[src/rtl/an_codes_pkg.sv]
// Shared AN-code definitions: default code geometry, decoder states, syndrome helper.
package an_codes_pkg;

  localparam int unsigned AN_A      = 19;
  localparam int unsigned AN_CODE_W = 9;
  localparam int unsigned AN_DATA_W = 4;

  typedef enum logic [2:0] {
    IDLE,
    RESID,
    CORR,
    DIV,
    RESP
  } state_t;

  // 2^k mod a, evaluated at elaboration time to build syndrome tables
  function automatic int unsigned pow2_mod(input int unsigned k, input int unsigned a);
    int unsigned r;
    r = 1 % a;
    for (int unsigned i = 0; i < k; i++) begin
      r = (2 * r) % a;
    end
    return r;
  endfunction

endpackage

[src/rtl/an_syndrome_rom.sv]
// Residue -> single arithmetic error lookup: {hit, sign (0=subtract,1=add), bit position}.
module an_syndrome_rom
  import an_codes_pkg::*;
#(
  parameter int unsigned A      = AN_A,
  parameter int unsigned CODE_W = AN_CODE_W,
  parameter int unsigned MOD_W  = $clog2(A),
  parameter int unsigned POS_W  = $clog2(CODE_W)
) (
  input  logic [MOD_W-1:0] residue,
  output logic             hit_c,
  output logic             sign_c,
  output logic [POS_W-1:0] bitpos_c
);

  logic [MOD_W-1:0] pos_tab [CODE_W];
  logic [MOD_W-1:0] neg_tab [CODE_W];

  // Table entries: +2^k error leaves residue 2^k mod A, -2^k leaves A - (2^k mod A)
  for (genvar k = 0; k < CODE_W; k++) begin : g_tab
    localparam int unsigned P = pow2_mod(k, A);
    assign pos_tab[k] = MOD_W'(P);
    assign neg_tab[k] = MOD_W'(A - P);
  end

  // Priority search: walking downward lets the lowest k (and its +2^k entry) win
  always_comb begin
    hit_c    = 1'b0;
    sign_c   = 1'b0;
    bitpos_c = '0;
    for (int k = int'(CODE_W) - 1; k >= 0; k--) begin
      if (residue == neg_tab[k]) begin
        hit_c    = 1'b1;
        sign_c   = 1'b1;
        bitpos_c = POS_W'(k);
      end
      if (residue == pos_tab[k]) begin
        hit_c    = 1'b1;
        sign_c   = 1'b0;
        bitpos_c = POS_W'(k);
      end
    end
  end

endmodule

[src/rtl/an_decode_scheduler.sv]
// Shared multi-cycle AN-code decoder with round-robin request arbitration.
module an_decode_scheduler
  import an_codes_pkg::*;
#(
  parameter int unsigned A      = AN_A,
  parameter int unsigned CODE_W = AN_CODE_W,
  parameter int unsigned DATA_W = AN_DATA_W,
  parameter int unsigned MOD_W  = $clog2(A),
  parameter int unsigned NREQ   = 4,
  parameter int unsigned ID_W   = $clog2(NREQ)
) (
  input  logic                     clk,
  input  logic                     rst,
  input  logic [NREQ-1:0]          req_valid,
  input  logic [NREQ*CODE_W-1:0]   req_code,
  output logic [NREQ-1:0]          req_ready,
  output logic                     rsp_valid,
  input  logic                     rsp_ready,
  output logic [ID_W-1:0]          rsp_id,
  output logic [DATA_W-1:0]        rsp_data,
  output logic                     rsp_corrected,
  output logic                     rsp_uncorr
);

  localparam int unsigned CNT_W = $clog2(CODE_W);
  localparam int unsigned EXT_W = CODE_W + 1;

  state_t            state_q, state_d;
  logic [CODE_W-1:0] code_q;
  logic [ID_W-1:0]   id_q, rr_q;
  logic [MOD_W-1:0]  r_q;
  logic [CNT_W-1:0]  cnt_q;
  logic              bad_q, fix_q;

  logic [CODE_W-1:0] code_arr [NREQ];
  logic [ID_W-1:0]   gnt_id;
  logic              gnt_any, accept, last;
  int unsigned       best_off, off;

  logic [MOD_W:0]    step_t;
  logic              step_ge;
  logic [MOD_W-1:0]  step_r;
  logic [CODE_W-1:0] q_next;
  logic              out_of_range;

  logic              syn_hit, syn_sign;
  logic [CNT_W-1:0]  syn_pos;
  logic [EXT_W-1:0]  flip, fixed;

  for (genvar g = 0; g < NREQ; g++) begin : g_code
    assign code_arr[g] = req_code[g*CODE_W +: CODE_W];
  end

  // Round-robin pick: smallest rotated distance from the pointer among valid requesters
  always_comb begin
    gnt_id   = '0;
    gnt_any  = 1'b0;
    best_off = NREQ;
    off      = 0;
    for (int unsigned j = 0; j < NREQ; j++) begin
      off = (j + NREQ - 32'(rr_q)) % NREQ;
      if (req_valid[j] && off < best_off) begin
        best_off = off;
        gnt_id   = ID_W'(j);
        gnt_any  = 1'b1;
      end
    end
  end

  // Grant is only offered while idle and out of reset
  always_comb begin
    req_ready = '0;
    accept    = 1'b0;
    if (state_q == IDLE && !rst && gnt_any) begin
      req_ready[gnt_id] = 1'b1;
      accept            = 1'b1;
    end
  end

  // Shared shift/conditional-subtract step: residue accumulation and restoring division
  assign step_t       = {r_q, code_q[CODE_W-1]};
  assign step_ge      = step_t >= (MOD_W+1)'(A);
  assign step_r       = step_ge ? MOD_W'(step_t - (MOD_W+1)'(A)) : step_t[MOD_W-1:0];
  assign q_next       = {code_q[CODE_W-2:0], step_ge};
  assign out_of_range = |q_next[CODE_W-1:DATA_W];
  assign last         = cnt_q == CNT_W'(CODE_W - 1);

  an_syndrome_rom #(
    .A      (A),
    .CODE_W (CODE_W),
    .MOD_W  (MOD_W),
    .POS_W  (CNT_W)
  ) u_rom (
    .residue  (r_q),
    .hit_c    (syn_hit),
    .sign_c   (syn_sign),
    .bitpos_c (syn_pos)
  );

  // One extra bit so underflow and overflow both show up in the top bit
  assign flip  = EXT_W'(1) << syn_pos;
  assign fixed = syn_sign ? ({1'b0, code_q} + flip) : ({1'b0, code_q} - flip);

  // State register
  always_ff @(posedge clk) begin
    if (rst) state_q <= IDLE;
    else     state_q <= state_d;
  end

  // Next-state logic
  always_comb begin
    state_d = state_q;
    case (state_q)
      IDLE:    if (accept)    state_d = RESID;
      RESID:   if (last)      state_d = CORR;
      CORR:                   state_d = DIV;
      DIV:     if (last)      state_d = RESP;
      RESP:    if (rsp_ready) state_d = IDLE;
      default:                state_d = IDLE;
    endcase
  end

  // Datapath and registered response
  always_ff @(posedge clk) begin
    if (rst) begin
      rr_q          <= '0;
      code_q        <= '0;
      id_q          <= '0;
      r_q           <= '0;
      cnt_q         <= '0;
      bad_q         <= 1'b0;
      fix_q         <= 1'b0;
      rsp_valid     <= 1'b0;
      rsp_id        <= '0;
      rsp_data      <= '0;
      rsp_corrected <= 1'b0;
      rsp_uncorr    <= 1'b0;
    end else begin
      case (state_q)
        IDLE: begin
          if (accept) begin
            code_q <= code_arr[gnt_id];
            id_q   <= gnt_id;
            rr_q   <= (gnt_id == ID_W'(NREQ - 1)) ? '0 : gnt_id + 1'b1;
            r_q    <= '0;
            cnt_q  <= '0;
            bad_q  <= 1'b0;
            fix_q  <= 1'b0;
          end
        end
        RESID: begin
          // Rotating by CODE_W positions leaves the codeword intact for correction
          r_q    <= step_r;
          code_q <= {code_q[CODE_W-2:0], code_q[CODE_W-1]};
          cnt_q  <= last ? '0 : cnt_q + 1'b1;
        end
        CORR: begin
          r_q   <= '0;
          cnt_q <= '0;
          if (r_q != '0) begin
            if (!syn_hit || fixed[CODE_W]) begin
              bad_q <= 1'b1;
            end else begin
              code_q <= fixed[CODE_W-1:0];
              fix_q  <= 1'b1;
            end
          end
        end
        DIV: begin
          r_q    <= step_r;
          code_q <= q_next;
          cnt_q  <= last ? '0 : cnt_q + 1'b1;
          if (last) begin
            rsp_valid <= 1'b1;
            rsp_id    <= id_q;
            if (bad_q || out_of_range) begin
              rsp_data      <= '0;
              rsp_corrected <= 1'b0;
              rsp_uncorr    <= 1'b1;
            end else begin
              rsp_data      <= q_next[DATA_W-1:0];
              rsp_corrected <= fix_q;
              rsp_uncorr    <= 1'b0;
            end
          end
        end
        RESP: begin
          if (rsp_ready) rsp_valid <= 1'b0;
        end
        default: ;
      endcase
    end
  end

endmodule

[config.mk]
export PLATFORM = sky130hd
export DESIGN_NAME = an_decode_scheduler
export DESIGN_NICKNAME = d
export VERILOG_FILES = /design/src/rtl/an_codes_pkg.sv /design/src/rtl/an_syndrome_rom.sv /design/src/rtl/an_decode_scheduler.sv
export SDC_FILE = /design/constraint.sdc
export NUM_CORES = 1
export LEC_CHECK = 0
export CORE_MARGIN = 4
export CORE_UTILIZATION = 59
export DETAILED_ROUTE_END_ITERATION = 8
export MAX_ROUTING_LAYER = met4
export PLACE_DENSITY = 0.91
export SKIP_LAST_GASP = 1
export SLEW_MARGIN = 25
export SYNTH_ARGS = -nofsm -noshare
export SYNTH_HDL_FRONTEND = slang
export SYNTH_SLANG_ARGS = --single-unit
[constraint.sdc]
create_clock -name clk -period 13.4 [get_ports clk]
set_input_delay 2.68 -clock clk [delete_from_list [all_inputs] [get_ports clk]]
set_output_delay 2.68 -clock clk [all_outputs]
set_load 0.01 [all_outputs]
==> results.sh <==
export IMPL_cp_required_ps=10720
export IMPL_ff2ff_path_depth=17
export IMPL_worstSetupPathDepth=16
export IMPL_syn_inst=472
export IMPL_max_slew_margin=0.4303
export IMPL_setup_viol=0
export IMPL_p_leak_nw=1.584
export IMPL_htreeDepth=2
export IMPL_drive_above_1_share=0.06693
export IMPL_rsz0062_at_grt="no"
export IMPL_start_util=0.6250
export IMPL_wire_per_inst_um=17.62
export IMPL_cts_buffers=5
export IMPL_insertedDiodeCount=0
export IMPL_cts_sinks=36
export IMPL_ys_ff_latch=36
export IMPL_outcome="finished clean"
export IMPL_mostFrequentLayoutCells="clkdlybuf4s50_1, nor2_1, a21oi_1"
export IMPL_dp_cells=572
export IMPL_portBuffers=55
export IMPL_cp_arrival_ps=7110
export IMPL_totalPowerFinal_mw=0.4712
export IMPL_hpwl_um=7469
export IMPL_crit_slowest_cell="clkdlybuf4s50_1"
export IMPL_ys_async_sr_fraction=0
export IMPL_row_count=27
export IMPL_ys_warn_count=0
export IMPL_wl_met3_um=809
export IMPL_ctsResizeCount=0
export IMPL_fin_skew_ps=14.04
export IMPL_yosys_most_used_dff="dfxtp_1"
export IMPL_syn_nets=535
export IMPL_dieHeight_um=85.31
export IMPL_cap_violations=0
export IMPL_tritoncts="built"
export IMPL_route_detailed_drc=0
export IMPL_clk_path_buf_depth=2
export IMPL_p_per_area_nw_per_um2=113.5
export IMPL_path_cells="clkdlybuf4s50_1 > inv_1 > mux2i_1 > a32oi_1 > ha_1 > and2b_1 > a32oi_1 > nor2_1 > a21o_1 > ha_1 > o21ai_1 > a211oi_2 > inv_1 > ha_1 > and3_1 > clkdlybuf4s50_1"
export IMPL_min_period_ps=9786
export IMPL_critPathBufInv=4
export IMPL_postPlaceCellArea_um2=4055
export IMPL_peakVddDrop_v=0.00007563
export IMPL_max_freq_ghz=0.1022
export IMPL_track_usage=0.2857
export IMPL_met2_wirelength_um=4933
export IMPL_synth_distinct_cells=74
export IMPL_postCtsHoldBufs=0
export IMPL_final_common_cell="clkdlybuf4s50_1"
export IMPL_layoutNonFillerInstCount=580
export IMPL_cp_end_kind="primary output"
export IMPL_dieArea_um2=7277
export IMPL_worstMarginPinSlew_ps=853.4
export IMPL_yosysTopAreaCellShare=0.2044
export IMPL_num_io_pins=56
export IMPL_nFillCells=424
export IMPL_path_common_cell="ha_1"
export IMPL_dr_pass1_iters=6
export IMPL_die_w_um=85.31
export IMPL_vias=3765
export IMPL_path_max_fanout=11
export IMPL_critical_path_class="in -> out"
export IMPL_synth_edf_count=0
export IMPL_antenna_found_initial=0
export IMPL_drt_initial_drc_count=415
export IMPL_drt_total_wl_um=10220
export IMPL_seq_area_frac_synth=0.2044
export IMPL_cts_clk_slew_worst_paths_ps=80
export IMPL_gp_congestion=0.9548
export IMPL_grt_pass1_wl_um=16750
export IMPL_period_share=0.7303
export IMPL_whs_path_depth=2
export IMPL_synthTopCellsByArea="dfxtp_1, ha_1, mux2i_1, a21oi_1, nor2_1"
export IMPL_hold_class="reg -> reg"
export IMPL_grt_max_degree=40
export IMPL_top_layer="met4"
export IMPL_wl_met1_um=4252
export IMPL_timing_final_max_slew_violations=0
export IMPL_crit_family="compound AO/OA/AOI/OAI gates"
export IMPL_ant_nets=0
export IMPL_worst_path_largest_cell_delay_ps=730
export IMPL_synth_avg_cell_area_um2=7.470
export IMPL_grt_pass1_vias=3492
export IMPL_tns_ps=0
export IMPL_cp_start_kind="primary input"
export IMPL_root_buffer="clkbuf_8"
export IMPL_vias_per_cell=6.491
export IMPL_netlist_area_um2=3526
export IMPL_grt_overflow_total=0
export IMPL_layout_nets=570
export IMPL_insertion_delay_ps=290
export IMPL_post_route_cell_area_um2=4151
export IMPL_yosys_area_top_type="dfxtp_1"
export IMPL_finalHoldViolCount=0
export IMPL_post_cts_buffers=0
export IMPL_syn_to_final_growth_pct=17.74
export IMPL_core_area_um2=5642
metrics by stage:
stage	setup slack, ps	hold WS, ps	utilization
after global routing	3237	485.4	0.7359
after detailed placement	3663	451.8	0.7188
after floorplan	5218	454.7	-
final	3614	463.0	0.7359
after CTS	3643	467.6	0.7348
after global placement	3852	443.4	0.7188
routing by layer:
metal	vias up	GRT usage
met1	1750	0.3724
met2	173	0.4619
met5	-	-
met3	25	0.03786
met4	0	0.08058
li1	1817	-
state kept, by name, summed over array words and instances, names as in the netlist:
name	flops
rsp_data	4
rsp_corrected	1
rsp_valid	1
rsp_id	2
cnt_q	4
fix_q	1
code_q	9
rsp_uncorr	1
id_q	2
rr_q	2
state_q	3
r_q	5
bad_q	1
synth_stat cells, types with 6 or more instances:
master and number:
a21o_1 6, a21oi_1 39, a22oi_1 19, a31oi_1 6, and3_1 6, clkbuf_1 19, dfxtp_1 36, ha_1 19
inv_1 22, mux2i_1 21, nand2_1 33, nand2b_1 11, nand3_1 12, nor2_1 44, nor2b_1 9, nor3_1 16
o211ai_1 6, o21ai_0 25, o21ai_1 11, xnor2_1 7, xor2_1 8
logic make-up (layout without fill, tap and decap cells):
family,count (synthesis),count (layout),share of synthesized area
xor+xnor,15,15,0.03726
flops,36,36,0.2044
buf+inv,56,92,0.06671
mux,22,22,0.06281
fa+ha+maj,20,20,0.07310
compound gates,168,168,0.3329
simple gates,155,155,0.2229
final timing paths:
path | start | end | slack (ps)
max reg2reg | r_q[3] | code_q[7] | 8500
max | req_valid[0] | req_ready[3] | 3610
min | rsp_data[0] | rsp_data[0] | 460
min reg2reg | rsp_data[0] | rsp_data[0] | 460
worst reg2reg max path, cell delays in order, from the launching register on:
cell and delay [ps]:
dfxtp_1 880, nor3_1 200, xor2_1 210, inv_1 90, ha_1 390, inv_1 180, a31oi_1 180, o21ai_0 100
a22oi_1 210, o21ai_0 180, ha_1 300, nor3_1 240, o21ai_1 150, a31o_2 290, nand3b_1 230, a32oi_4 580
a2111oi_0 150, a31o_1 220
final cells by class:
class	instances	area, um^2	share of cell area
multi-input cells	380	2576	0.6206
flip-flops and latches	36	720.7	0.1736
clock inverters	3	21.27	0.005124
repair buffers	59	580.6	0.1398
inverters	25	93.84	0.02260
well taps	72	90.09	0.02170
clock buffers	5	68.82	0.01658
report_power, final:
group / switching [mW] / internal (mW) / total (mW) / leakage, nW
clock: 0.0423 / 0.0369 / 0.0791 / 0.0445
combinational: 0.142 / 0.113 / 0.256 / 1.25
sequential: 0.0191 / 0.117 / 0.137 / 0.294
Power figures use the tool's default switching activity.
